$ cat src/rtl/core_ifq.sv
// Instruction queue between fetch and decode: in-order {pc, instr} FIFO with
// valid/ready to decode, early halt to fetch, sticky overflow and redirect flush.
module core_ifq #(
   parameter int DEPTH = 4,
   parameter int SKID  = 1
) (
   input  logic        i_clk,
   input  logic        i_rst,
   input  logic [31:0] i_if_pc,
   input  logic [31:0] i_if_instr,
   input  logic        i_if_busy,
   input  logic        i_flush,
   input  logic        i_id_ready,
   output logic        o_id_valid,
   output logic [31:0] o_id_pc,
   output logic [31:0] o_id_instr,
   output logic        o_ifq_halt,
   output logic        o_ifq_ovf
);
   localparam int AW = $clog2(DEPTH);
   localparam int CW = AW + 1;

   typedef struct packed {
      logic [31:0] pc;
      logic [31:0] instr;
   } ifq_entry_t;

   ifq_entry_t        r_mem [DEPTH];
   logic [AW-1:0]     r_rd_ptr, r_wr_ptr;
   logic [CW-1:0]     r_count;
   logic              r_ovf;

   logic w_push, w_pop, w_full, w_wr, w_drop;

   assign w_push = !i_if_busy && !i_flush;
   assign w_pop  = o_id_valid && i_id_ready;
   assign w_full = (r_count == CW'(DEPTH));
   // A full queue still accepts a push when the head leaves in the same cycle.
   assign w_wr   = w_push && (!w_full || w_pop);
   assign w_drop = w_push && w_full && !w_pop;

   always_ff @(posedge i_clk) begin
      if (!i_rst) begin
         r_rd_ptr <= '0;
         r_wr_ptr <= '0;
         r_count  <= '0;
         r_ovf    <= 1'b0;
      end else if (i_flush) begin
         r_rd_ptr <= '0;
         r_wr_ptr <= '0;
         r_count  <= '0;
      end else begin
         if (w_wr)  r_wr_ptr <= r_wr_ptr + 1'b1;
         if (w_pop) r_rd_ptr <= r_rd_ptr + 1'b1;
         if (w_wr && !w_pop)      r_count <= r_count + 1'b1;
         else if (w_pop && !w_wr) r_count <= r_count - 1'b1;
         if (w_drop) r_ovf <= 1'b1;
      end
   end

   // Storage carries no reset; only the pointers define what is live.
   always_ff @(posedge i_clk) begin
      if (i_rst && w_wr)
         r_mem[r_wr_ptr] <= '{pc: i_if_pc, instr: i_if_instr};
   end

   assign o_id_valid = (r_count != '0);
   assign o_id_pc    = r_mem[r_rd_ptr].pc;
   assign o_id_instr = r_mem[r_rd_ptr].instr;
   assign o_ifq_halt = (r_count >= CW'(DEPTH - SKID));
   assign o_ifq_ovf  = r_ovf;
endmodule

$ cat config.mk
export PLATFORM = sky130hd
export DESIGN_NAME = core_ifq
export DESIGN_NICKNAME = d
export VERILOG_FILES = /design/src/rtl/core_ifq.sv
export SDC_FILE = /design/constraint.sdc
export NUM_CORES = 1
export LEC_CHECK = 0
export ABC_AREA = 1
export CAP_MARGIN = 40
export CORE_ASPECT_RATIO = 0.75
export CORE_MARGIN = 2
export CORE_UTILIZATION = 59
export DETAILED_ROUTE_END_ITERATION = 12
export PLACE_DENSITY = 0.94
export RECOVER_POWER = 50
export SYNTH_ARGS = -nofsm -noshare
export SYNTH_HDL_FRONTEND = slang
export SYNTH_SLANG_ARGS = --single-unit
export TNS_END_PERCENT = 5
$ cat constraint.sdc
create_clock -name i_clk -period 6.8 [get_ports i_clk]
set_input_delay 1.36 -clock i_clk [delete_from_list [all_inputs] [get_ports i_clk]]
set_output_delay 1.36 -clock i_clk [all_outputs]
set_load 0.05 [all_outputs]
==> flow_metrics.env <==
export IMPL_status="complete, but fails checks"
export IMPL_violations="max-capacitance violations, max-slew violations"
export IMPL_critPathMaxFanout=79
export IMPL_cts_resized_gates=0
export IMPL_slew_headroom_pct=-13.2
export IMPL_reg2regPathDepth=5
export IMPL_drt_pass1_iterations=5
export IMPL_grt_pass1_wl_um=31900
export IMPL_critPathKind="register to primary output"
export IMPL_wl_um=21200
export IMPL_timing_fmax_mhz=212
export IMPL_routedWlPerCell_um=20.0
export IMPL_grt_max_degree=80
export IMPL_syn_instance_count=698
export IMPL_setup_viol=0
export IMPL_hold_viol=0
export IMPL_yosysWarnings=0
export IMPL_worst_path_buf_inv=3
export IMPL_layout_cells_non_filler=1061
export IMPL_start_util_pct=60.1
export IMPL_postCtsHoldBufs=0
export IMPL_arrival_ns=3.36
export IMPL_yosysSeqAreaShare_pct=78.5
export IMPL_maxCapViolations=1
export IMPL_ant_nets=0
export IMPL_critPathSlowestCell="clkdlybuf4s50_1"
export IMPL_drcViolationCount=0
export IMPL_path_clk_slew_ns=0.06
export IMPL_grt_usage_pct=23.1
export IMPL_rows=41
export IMPL_antenna_cells=0
export IMPL_fin_crit_ns=4.72
export IMPL_cts_tree="built"
export IMPL_routed_via_density=5.95
export IMPL_syn_num_nets=773
export IMPL_critPathTopFamily="buffers and inverters"
export IMPL_first_iter_violations=712
export IMPL_critPathLaunchType="register"
export IMPL_ys_ff_latch=266
export IMPL_critPathMaxStageDelay_ns=0.88
export IMPL_die_w_um=155
export IMPL_gr_total_overflow=0
export IMPL_path_cells="inv_4, buf_4, nor2_1, o22ai_1, clkdlybuf4s50_1"
export IMPL_antenna_found_initial=0
export IMPL_endpoint_kind="primary output"
export IMPL_setup_tns_ns=0
export IMPL_grt_pass1_vias=6179
export IMPL_leakage_nw=4.09
export IMPL_cts_max_level=1
export IMPL_max_vdd_ir_drop_uv=220
export IMPL_cp_depth=5
export IMPL_fp_dieH_um=117
export IMPL_n_fill_cell=1020
export IMPL_nets=905
export IMPL_layout_worst_path_cycle_share_pct=69.4
export IMPL_post_cts_buffers=0
export IMPL_root_buffer="clkbuf_16"
export IMPL_tightest_slew_ns=1.70
export IMPL_syn_cell_area_sq_um=10000
export IMPL_drive_gt1_share_pct=5.67
export IMPL_required_ns=5.44
export IMPL_cts_sinks=266
export IMPL_hpwlAfterDp_um=12600
export IMPL_slew_viol_final=29
export IMPL_gp_congestion=0.788
export IMPL_place_ws_ns=2.47
export IMPL_regArea_sq_um=7890
export IMPL_hold_path_class="register to register"
export IMPL_synthToLayoutAreaGrowth_pct=22.2
export IMPL_ys_types=22
export IMPL_core_sq_um=16700
export IMPL_placed_cells=1019
export IMPL_min_delay_start="o_ifq_ovf$_SDFFE_PN0P_"
export IMPL_clock_path_buffers=3
export IMPL_clk_latency_ns=0.51
export IMPL_portBuffers=135
export IMPL_power_density_nw_per_um2=274
export IMPL_setup_ws_ns=2.08
export IMPL_num_vias=6312
export IMPL_reg2reg_from="r_count[0]$_SDFFE_PP0P_"
export IMPL_syn_avg_cell_area_sq_um=14.4
export IMPL_multi_input_area_sq_um=1820
export IMPL_skew_ns=0.0134
export IMPL_hold_depth=2
export IMPL_rsz0062_at_grt="no"
export IMPL_io_pins=136
export IMPL_cts_buffers=24
export IMPL_die_area_sq_um=18100
[stage by stage]
stage	power, W	area, sq um	utilization [%]	hold slack [ns]
detailed placement	0.00213	11600	69.2	0.439
floorplan	0.00201	10000	-	0.467
finish	0.00336	12300	73.4	0.445
global placement	0.00212	11500	68.7	0.436
global route	0.00346	12300	73.4	0.471
CTS	0.00339	12300	73.6	0.448
[cells in the final DEF, fill, tap and decap left out, drive strengths merged, types with 11 or more instances in the layout]
cell / synthesis / routed
buf: 24 / 11
clkbuf: 17 / 38
clkdlybuf4s50: 0 / 68
dlygate4sd3: 0 / 67
edfxtp: 256 / 256
inv: 18 / 19
nand2: 17 / 17
nor2: 140 / 140
o21ai: 128 / 128
o22ai: 64 / 64
[worst register-to-register path, delay by kind of cell, from the launching register on]
family                 cells  cell delay, ns
buffers and inverters      1            1.29
flip-flops                 1            0.41
AND/OR/NAND/NOR            4            1.36
[registers in the layout, indices dropped and copies added (netlist names), named ones only]
name,count
o_ifq_ovf,1
r_mem,256
r_count,3
r_wr_ptr,2
r_rd_ptr,2
[cell type report]
cell class	count	share of cell area, %
timing repair buffer	147	12.1
multi-input combinational	372	14.8
clock buffer	37	5.88
inverter	19	0.601
sequential	266	64.3
clock inverter	5	0.173
tap	215	2.19
[logic make-up (layout without fill, tap and decap cells)]
family	after synthesis	after routing	synth area share [%]
flip-flops	266	266	78.5
adder cells (fa/ha/maj)	6	6	0.822
AND/OR/NAND/NOR	166	166	6.34
buffers and inverters	60	208	3.55
AO/OA/AOI/OAI	199	199	10.7
XOR/XNOR	1	1	0.0872
[path summary, 6_finish.rpt]
check / slack (ns) / end
setup / recovery: 2.08 / o_id_pc[17]
hold / removal: 0.44 / o_ifq_ovf$_SDFFE_PN0P_
setup reg to reg: 3.30 / r_mem[2][22]$_DFFE_PP_
hold reg to reg: 0.44 / o_ifq_ovf$_SDFFE_PN0P_
[layer usage]
metal | GRT usage (%) | vias up | wire, um
li1 | - | 2872 | -
met1 | 32.3 | 3065 | 8630
met2 | 37.6 | 326 | 10200
met3 | 4.38 | 49 | 1850
met4 | 7.59 | 0 | 523
met5 | 0 | - | 0
[power breakdown]
group / total [W] / switching (W) / internal, W
clock network: 0.00128 / 0.000551 / 0.000728
registers: 0.00182 / 0.00000664 / 0.00181
logic: 0.000265 / 0.000177 / 0.0000884
[cell usage after synthesis (all sizes together)]
cell type / n / area share, %
edfxtp: 256 / 77
nor2: 140 / 5.2
o21ai: 128 / 6.4
o22ai: 64 / 4.0
buf: 24 / 2.1
inv: 18 / 0.70
clkbuf: 17 / 0.67
nand2: 17 / 0.64
dfxtp: 10 / 2.0
a21oi: 7 / 0.35
nand3: 7 / 0.35
ha: 5 / 0.62
and2: 1 / 0.062
clkinv: 1 / 0.037
fa: 1 / 0.20
nand4: 1 / 0.062
xor2: 1 / 0.087
No activity file was read; power rests on OpenSTA's default activity.
